## src/rtl/alu_mc.sv

```systemverilog
// Multi-cycle EX-stage ALU. Logic, shift and add/sub operations finish in one
// registered cycle; unsigned multiply (low/high) and divide/remainder iterate
// one bit per cycle behind a start/busy/done handshake.
module alu_mc #(
  parameter int unsigned WIDTH = 32,
  parameter int unsigned SHW   = $clog2(WIDTH)
) (
  input  logic             clock,
  input  logic             reset,
  input  logic             start,
  input  logic [WIDTH-1:0] a,
  input  logic [WIDTH-1:0] b,
  input  logic [3:0]       aluc,
  output logic             busy,
  output logic             done,
  output logic [WIDTH-1:0] s,
  output logic             z
);

  localparam logic [3:0] OpAdd   = 4'b0000;
  localparam logic [3:0] OpAnd   = 4'b0001;
  localparam logic [3:0] OpXor   = 4'b0010;
  localparam logic [3:0] OpSll   = 4'b0011;
  localparam logic [3:0] OpSub   = 4'b0100;
  localparam logic [3:0] OpOr    = 4'b0101;
  localparam logic [3:0] OpLui   = 4'b0110;
  localparam logic [3:0] OpSrl   = 4'b0111;
  localparam logic [3:0] OpMulhu = 4'b1000;
  localparam logic [3:0] OpMul   = 4'b1011;
  localparam logic [3:0] OpDivu  = 4'b1100;
  localparam logic [3:0] OpRemu  = 4'b1101;
  localparam logic [3:0] OpSra   = 4'b1111;

  typedef enum logic [1:0] {StIdle, StMul, StDiv, StFin} state_e;

  state_e               state_q, state_d;
  // Mul: {partial product high, remaining multiplier bits}.
  // Div: {partial remainder, remaining dividend bits / quotient bits}.
  logic [2*WIDTH-1:0]   acc_q, acc_d;
  logic [WIDTH-1:0]     opnd_q, opnd_d;   // multiplicand (mul) or divisor (div)
  logic                 hi_q, hi_d;       // deliver high half / remainder
  logic [SHW-1:0]       cnt_q, cnt_d;
  logic [WIDTH-1:0]     s_q, s_d;
  logic                 z_q, z_d;
  logic                 done_q, done_d;

  logic [SHW-1:0]       shamt;
  logic [WIDTH-1:0]     alu_res;
  logic [WIDTH:0]       mul_sum;
  logic [2*WIDTH-1:0]   mul_next;
  logic [WIDTH:0]       div_sh;
  logic [WIDTH-1:0]     div_diff;
  logic                 div_ge;
  logic [2*WIDTH-1:0]   div_next;

  assign shamt = a[SHW-1:0];

  // Single-cycle operation result, decoded from the live opcode.
  always_comb begin
    alu_res = '0;
    case (aluc)
      OpAdd:   alu_res = a + b;
      OpSub:   alu_res = a - b;
      OpAnd:   alu_res = a & b;
      OpOr:    alu_res = a | b;
      OpXor:   alu_res = a ^ b;
      OpLui:   alu_res = b << (WIDTH / 2);
      OpSll:   alu_res = b << shamt;
      OpSrl:   alu_res = b >> shamt;
      OpSra:   alu_res = $signed(b) >>> shamt;
      default: alu_res = '0;
    endcase
  end

  // One shift-add multiply step and one restoring divide step.
  always_comb begin
    mul_sum  = {1'b0, acc_q[2*WIDTH-1:WIDTH]} + (acc_q[0] ? {1'b0, opnd_q} : '0);
    mul_next = {mul_sum, acc_q[WIDTH-1:1]};
    div_sh   = {acc_q[2*WIDTH-1:WIDTH], acc_q[WIDTH-1]};
    div_ge   = (div_sh >= {1'b0, opnd_q});
    // Only used when div_ge, where the true difference fits in WIDTH bits.
    div_diff = div_sh[WIDTH-1:0] - opnd_q;
    div_next = {(div_ge ? div_diff : div_sh[WIDTH-1:0]), acc_q[WIDTH-2:0], div_ge};
  end

  // Next-state and datapath control. The final iteration writes s/z directly so
  // that the FIN cycle is the done cycle with the result already visible.
  always_comb begin
    logic [WIDTH-1:0] res;
    state_d = state_q;
    acc_d   = acc_q;
    opnd_d  = opnd_q;
    hi_d    = hi_q;
    cnt_d   = cnt_q;
    s_d     = s_q;
    z_d     = z_q;
    done_d  = 1'b0;
    res     = '0;
    unique case (state_q)
      StIdle: begin
        if (start) begin
          if (aluc == OpMul || aluc == OpMulhu) begin
            opnd_d  = a;
            acc_d   = {{WIDTH{1'b0}}, b};
            hi_d    = (aluc == OpMulhu);
            cnt_d   = SHW'(WIDTH - 1);
            state_d = StMul;
          end else if (aluc == OpDivu || aluc == OpRemu) begin
            opnd_d  = b;
            acc_d   = {{WIDTH{1'b0}}, a};
            hi_d    = (aluc == OpRemu);
            cnt_d   = SHW'(WIDTH - 1);
            state_d = StDiv;
          end else begin
            s_d    = alu_res;
            z_d    = (alu_res == '0);
            done_d = 1'b1;
          end
        end
      end
      StMul: begin
        acc_d = mul_next;
        cnt_d = cnt_q - SHW'(1);
        if (cnt_q == '0) begin
          res     = hi_q ? mul_next[2*WIDTH-1:WIDTH] : mul_next[WIDTH-1:0];
          s_d     = res;
          z_d     = (res == '0);
          done_d  = 1'b1;
          state_d = StFin;
        end
      end
      StDiv: begin
        acc_d = div_next;
        cnt_d = cnt_q - SHW'(1);
        if (cnt_q == '0) begin
          res     = hi_q ? div_next[2*WIDTH-1:WIDTH] : div_next[WIDTH-1:0];
          s_d     = res;
          z_d     = (res == '0);
          done_d  = 1'b1;
          state_d = StFin;
        end
      end
      StFin: begin
        // start is ignored here; a new op is accepted from the next cycle.
        state_d = StIdle;
      end
      default: state_d = StIdle;
    endcase
  end

  // State and datapath registers with synchronous reset.
  always_ff @(posedge clock) begin
    if (reset) begin
      state_q <= StIdle;
      acc_q   <= '0;
      opnd_q  <= '0;
      hi_q    <= 1'b0;
      cnt_q   <= '0;
      s_q     <= '0;
      z_q     <= 1'b1;
      done_q  <= 1'b0;
    end else begin
      state_q <= state_d;
      acc_q   <= acc_d;
      opnd_q  <= opnd_d;
      hi_q    <= hi_d;
      cnt_q   <= cnt_d;
      s_q     <= s_d;
      z_q     <= z_d;
      done_q  <= done_d;
    end
  end

  assign busy = (state_q == StMul) || (state_q == StDiv);
  assign done = done_q;
  assign s    = s_q;
  assign z    = z_q;

endmodule
```

## config.mk

```make
export PLATFORM = sky130hd
export DESIGN_NAME = alu_mc
export DESIGN_NICKNAME = d
export VERILOG_FILES = /design/src/rtl/alu_mc.sv
export SDC_FILE = /design/constraint.sdc
export NUM_CORES = 1
export LEC_CHECK = 0
export ABC_AREA = 1
export BUFFER_PORTS_ARGS = -buffer_cell sky130_fd_sc_hd__buf_4
export CAP_MARGIN = 20
export CORE_MARGIN = 4
export CORE_UTILIZATION = 45
export CTS_BUF_LIST = sky130_fd_sc_hd__clkbuf_4
export DETAILED_ROUTE_END_ITERATION = 10
export GPL_ROUTABILITY_DRIVEN = 0
export SLEW_MARGIN = 20
export SYNTH_ARGS = -nofsm -noshare
export SYNTH_HDL_FRONTEND = slang
export SYNTH_SLANG_ARGS = --single-unit
```

## constraint.sdc

```tcl
create_clock -name clock -period 3.4 [get_ports clock]
set_input_delay 0.34 -clock clock [delete_from_list [all_inputs] [get_ports clock]]
set_output_delay 0.34 -clock clock [all_outputs]
set_load 0.1 [all_outputs]
```

==> impl_metrics.env <==
export IMPL_synth_seq_cells=138
export IMPL_grt_usage_pct=39.2
export IMPL_crit_type="in2reg"
export IMPL_dieArea_sq_um=51600
export IMPL_drc=0
export IMPL_critPathTopFamily="simple AND/OR/NAND/NOR gates"
export IMPL_relSlewSlack_pct=36.3
export IMPL_place_detailed_hpwl_microns=85100
export IMPL_cts_buffers=17
export IMPL_num_rows=80
export IMPL_hold_slack_ns=0.182
export IMPL_max_freq_mhz=290
export IMPL_tns_ns=-0.0429
export IMPL_wl_microns=105000
export IMPL_path_max_fanout=4
export IMPL_worstPathRequired_ns=3.88
export IMPL_vias=28400
export IMPL_synth_async_reset_ratio_pct=0
export IMPL_io_pins=106
export IMPL_post_route_util_pct=54.6
export IMPL_peakVddDrop_uv=537
export IMPL_postLayoutCellArea_sq_um=26000
export IMPL_fin_crit_sh_pct=101
export IMPL_grt_max_degree=139
export IMPL_die_w_microns=227
export IMPL_fp_dieH_microns=227
export IMPL_clkTransAtPathRegs_ns=0.12
export IMPL_ant_nets=0
export IMPL_syn_avg_cell_area_sq_um=5.54
export IMPL_worst_pin_slew_ns=0.950
export IMPL_overflow=0
export IMPL_viasPerCell=5.87
export IMPL_fin_skew_ns=0.0281
export IMPL_yosysSeqAreaShare_pct=12.8
export IMPL_period_needed_ns=3.44
export IMPL_first_iter_violations=3215
export IMPL_cp_slowest_cell="ha_1"
export IMPL_setup_violations=2
export IMPL_coreArea_sq_um=47600
export IMPL_grt_pass1_wl_microns=154000
export IMPL_synth_nets=4144
export IMPL_slew_viol_final=0
export IMPL_hold_viol_final=0
export IMPL_clock_sinks=138
export IMPL_start_util_pct=45.4
export IMPL_port_buffers=105
export IMPL_setup_slack_ns=-0.0429
export IMPL_hp_class="in2reg"
export IMPL_synthCells=3903
export IMPL_design_power_total_mw=13.1
export IMPL_first_pass_iters=8
export IMPL_synth_area_sq_um=21600
export IMPL_cp_common_cell="inv_2"
export IMPL_fillers=5150
export IMPL_antenna_found_initial=1
export IMPL_synthDominantCellAreaShare_pct=21.6
export IMPL_crit_buf_inv=7
export IMPL_critPathMaxStageDelay_ns=0.33
export IMPL_drv_cap=0
export IMPL_routedWlPerCell_microns=21.8
export IMPL_p_leak_nw=13.0
export IMPL_cts_tree="built"
export IMPL_h_tree_depth=4
export IMPL_violations="setup timing"
export IMPL_rsz0062_at_grt="true"
export IMPL_grt_pass1_vias=25900
export IMPL_synth_edff_count=0
export IMPL_yosysUniqueCellTypes=61
export IMPL_synth_flop_cell="dfxtp_1"
export IMPL_nNetsFinal=4459
export IMPL_clock_path_buffers=2
export IMPL_root_buffer="clkbuf_4"
export IMPL_synthTopCellsByArea="nand2_1, dfxtp_1, ha_1"
export IMPL_p_per_area_nw_per_um2=505
export IMPL_start_kind="input pin"
export IMPL_area_growth_pct=20.4
export IMPL_outcome="finished, violations left"
export IMPL_clock_latency_ns=0.64
export IMPL_place_area_sq_um=25400
export IMPL_cp_end_kind="register"
export IMPL_yosysWarnings=0
export IMPL_worstPathArrival_ns=3.93
export IMPL_drive_gt1_share_pct=16.0
export IMPL_synth_top_cell_by_area="nand2_1"
## area by class of cell
cell class	count	area [sq um]	area share [%]
clock inverter	15	125	0.481
timing repair buffer	483	3820	14.7
inverter	486	1830	7.03
tap	615	769	2.96
sequential	138	2770	10.6
antenna	1	2.50	0.00961
clock buffer	17	128	0.490
multi-input combinational	3092	16600	63.7
## layout by cell type, fill, tap and decap left out, drive strengths merged, types with 3 or more instances in the layout
cell and instances:
a211oi 159, a21boi 4, a21o 6, a21oi 247
a221oi 14, a31oi 4, and2 9, buf 482
clkbuf 17, clkinv 14, clkinvlp 4, dfxtp 138
fa 3, ha 167, inv 482, mux2i 6
nand2 1264, nand3 287, nand3b 21, nand4 33
nor2 360, nor3 38, nor4 7, o2111ai 5
o211ai 43, o21a 18, o21ai 234, o21bai 6
o221ai 30, o22ai 41, or2 14, xnor2 15
xor2 45
## metrics by stage
step | std cells | worst slack (ns)
finish | 4847 | -0.0429
global route | 4847 | -0.336
CTS | 4839 | -0.00364
detailed placement | 4806 | -0.822
global placement | 4806 | -0.696
floorplan | 3903 | 0.00169
## flip-flops by register name (all words and copies together), names as in the netlist
name,cells
acc_q,64
cnt_q,5
done,1
hi_q,1
opnd_q,32
s,32
state_q,2
z,1
## where the power goes
group          total [mW]  leakage [nW]  switching [mW]  internal (mW)
registers            2.23          1.13           0.265           1.97
logic                9.84          11.7            6.74           3.09
clock network        1.07         0.135           0.711          0.359
total                13.1          13.0            7.72           5.42
## cells in the mapped netlist, types with 5 or more instances
library cell and count:
or2_2 12, o21ai_0 211, buf_4 7, nor2_1 344
o221ai_1 30, a211oi_1 159, o22ai_1 41, nand2_1 1245
xnor2_1 15, nand2_2 17, xor2_1 45, o21ai_1 14
dfxtp_1 138, clkbuf_1 123, o2111ai_1 5, o21bai_1 6
buf_1 14, inv_1 464, and2_1 9, nor2_2 12
clkinv_1 5, nand4_1 33, nor4_1 7, a21o_1 6
a221oi_1 14, mux2i_1 6, buf_2 38, o211ai_1 43
o21a_1 18, nand3b_1 21, nor3_1 36, a21oi_1 244
ha_1 167, o21ai_2 9, inv_2 17, nand3_1 286
## worst paths after layout
kind,slack (ns),from,cells past startpoint,end
setup / recovery,-0.04,b[0],28,s[31]$_SDFFE_PP0P_
hold / removal,0.18,b[26],3,opnd_q[26]$_SDFFE_PP0P_
setup reg to reg,0,opnd_q[28]$_SDFFE_PP0P_,25,z$_SDFFE_PP1P_
hold reg to reg,0.47,s[7]$_SDFFE_PP0P_,2,s[7]$_SDFFE_PP0P_
## cell families (layout without fill, tap and decap cells)
kind of cell	count (synthesis)	after routing	share of synthesized area, %
adders and majority gates	170	170	9.95
other	0	1	0
AOI/OAI and AO/OA	820	820	23.2
xor gates and xnor gates	60	60	2.43
DFF	138	138	12.8
buffers and inverters	673	1001	12.3
muxes	6	6	0.278
and+or+nand+nor	2036	2036	39.0
## routing by layer
layer,GRT usage (%),vias up,wire (microns)
met3,6.82,424,11100
met5,0,-,0
met2,61.2,1672,45100
met4,30.2,0,10400
li1,-,13600,-
met1,47.9,12800,38900
## worst min-delay path, stage by stage
cell and delay [ns]:
buf_4 0.15, a211oi_1 0.12, a211oi_1 0.15
## what timing repair did
action,in CTS,in global routing
setup endpoints to repair,5,22
hold buffers,1,0
pin swaps,4,42
hold endpoints to repair,1,0
buffers inserted,0,7
resized for setup,11,83
No activity file was read; power rests on OpenSTA's default activity.
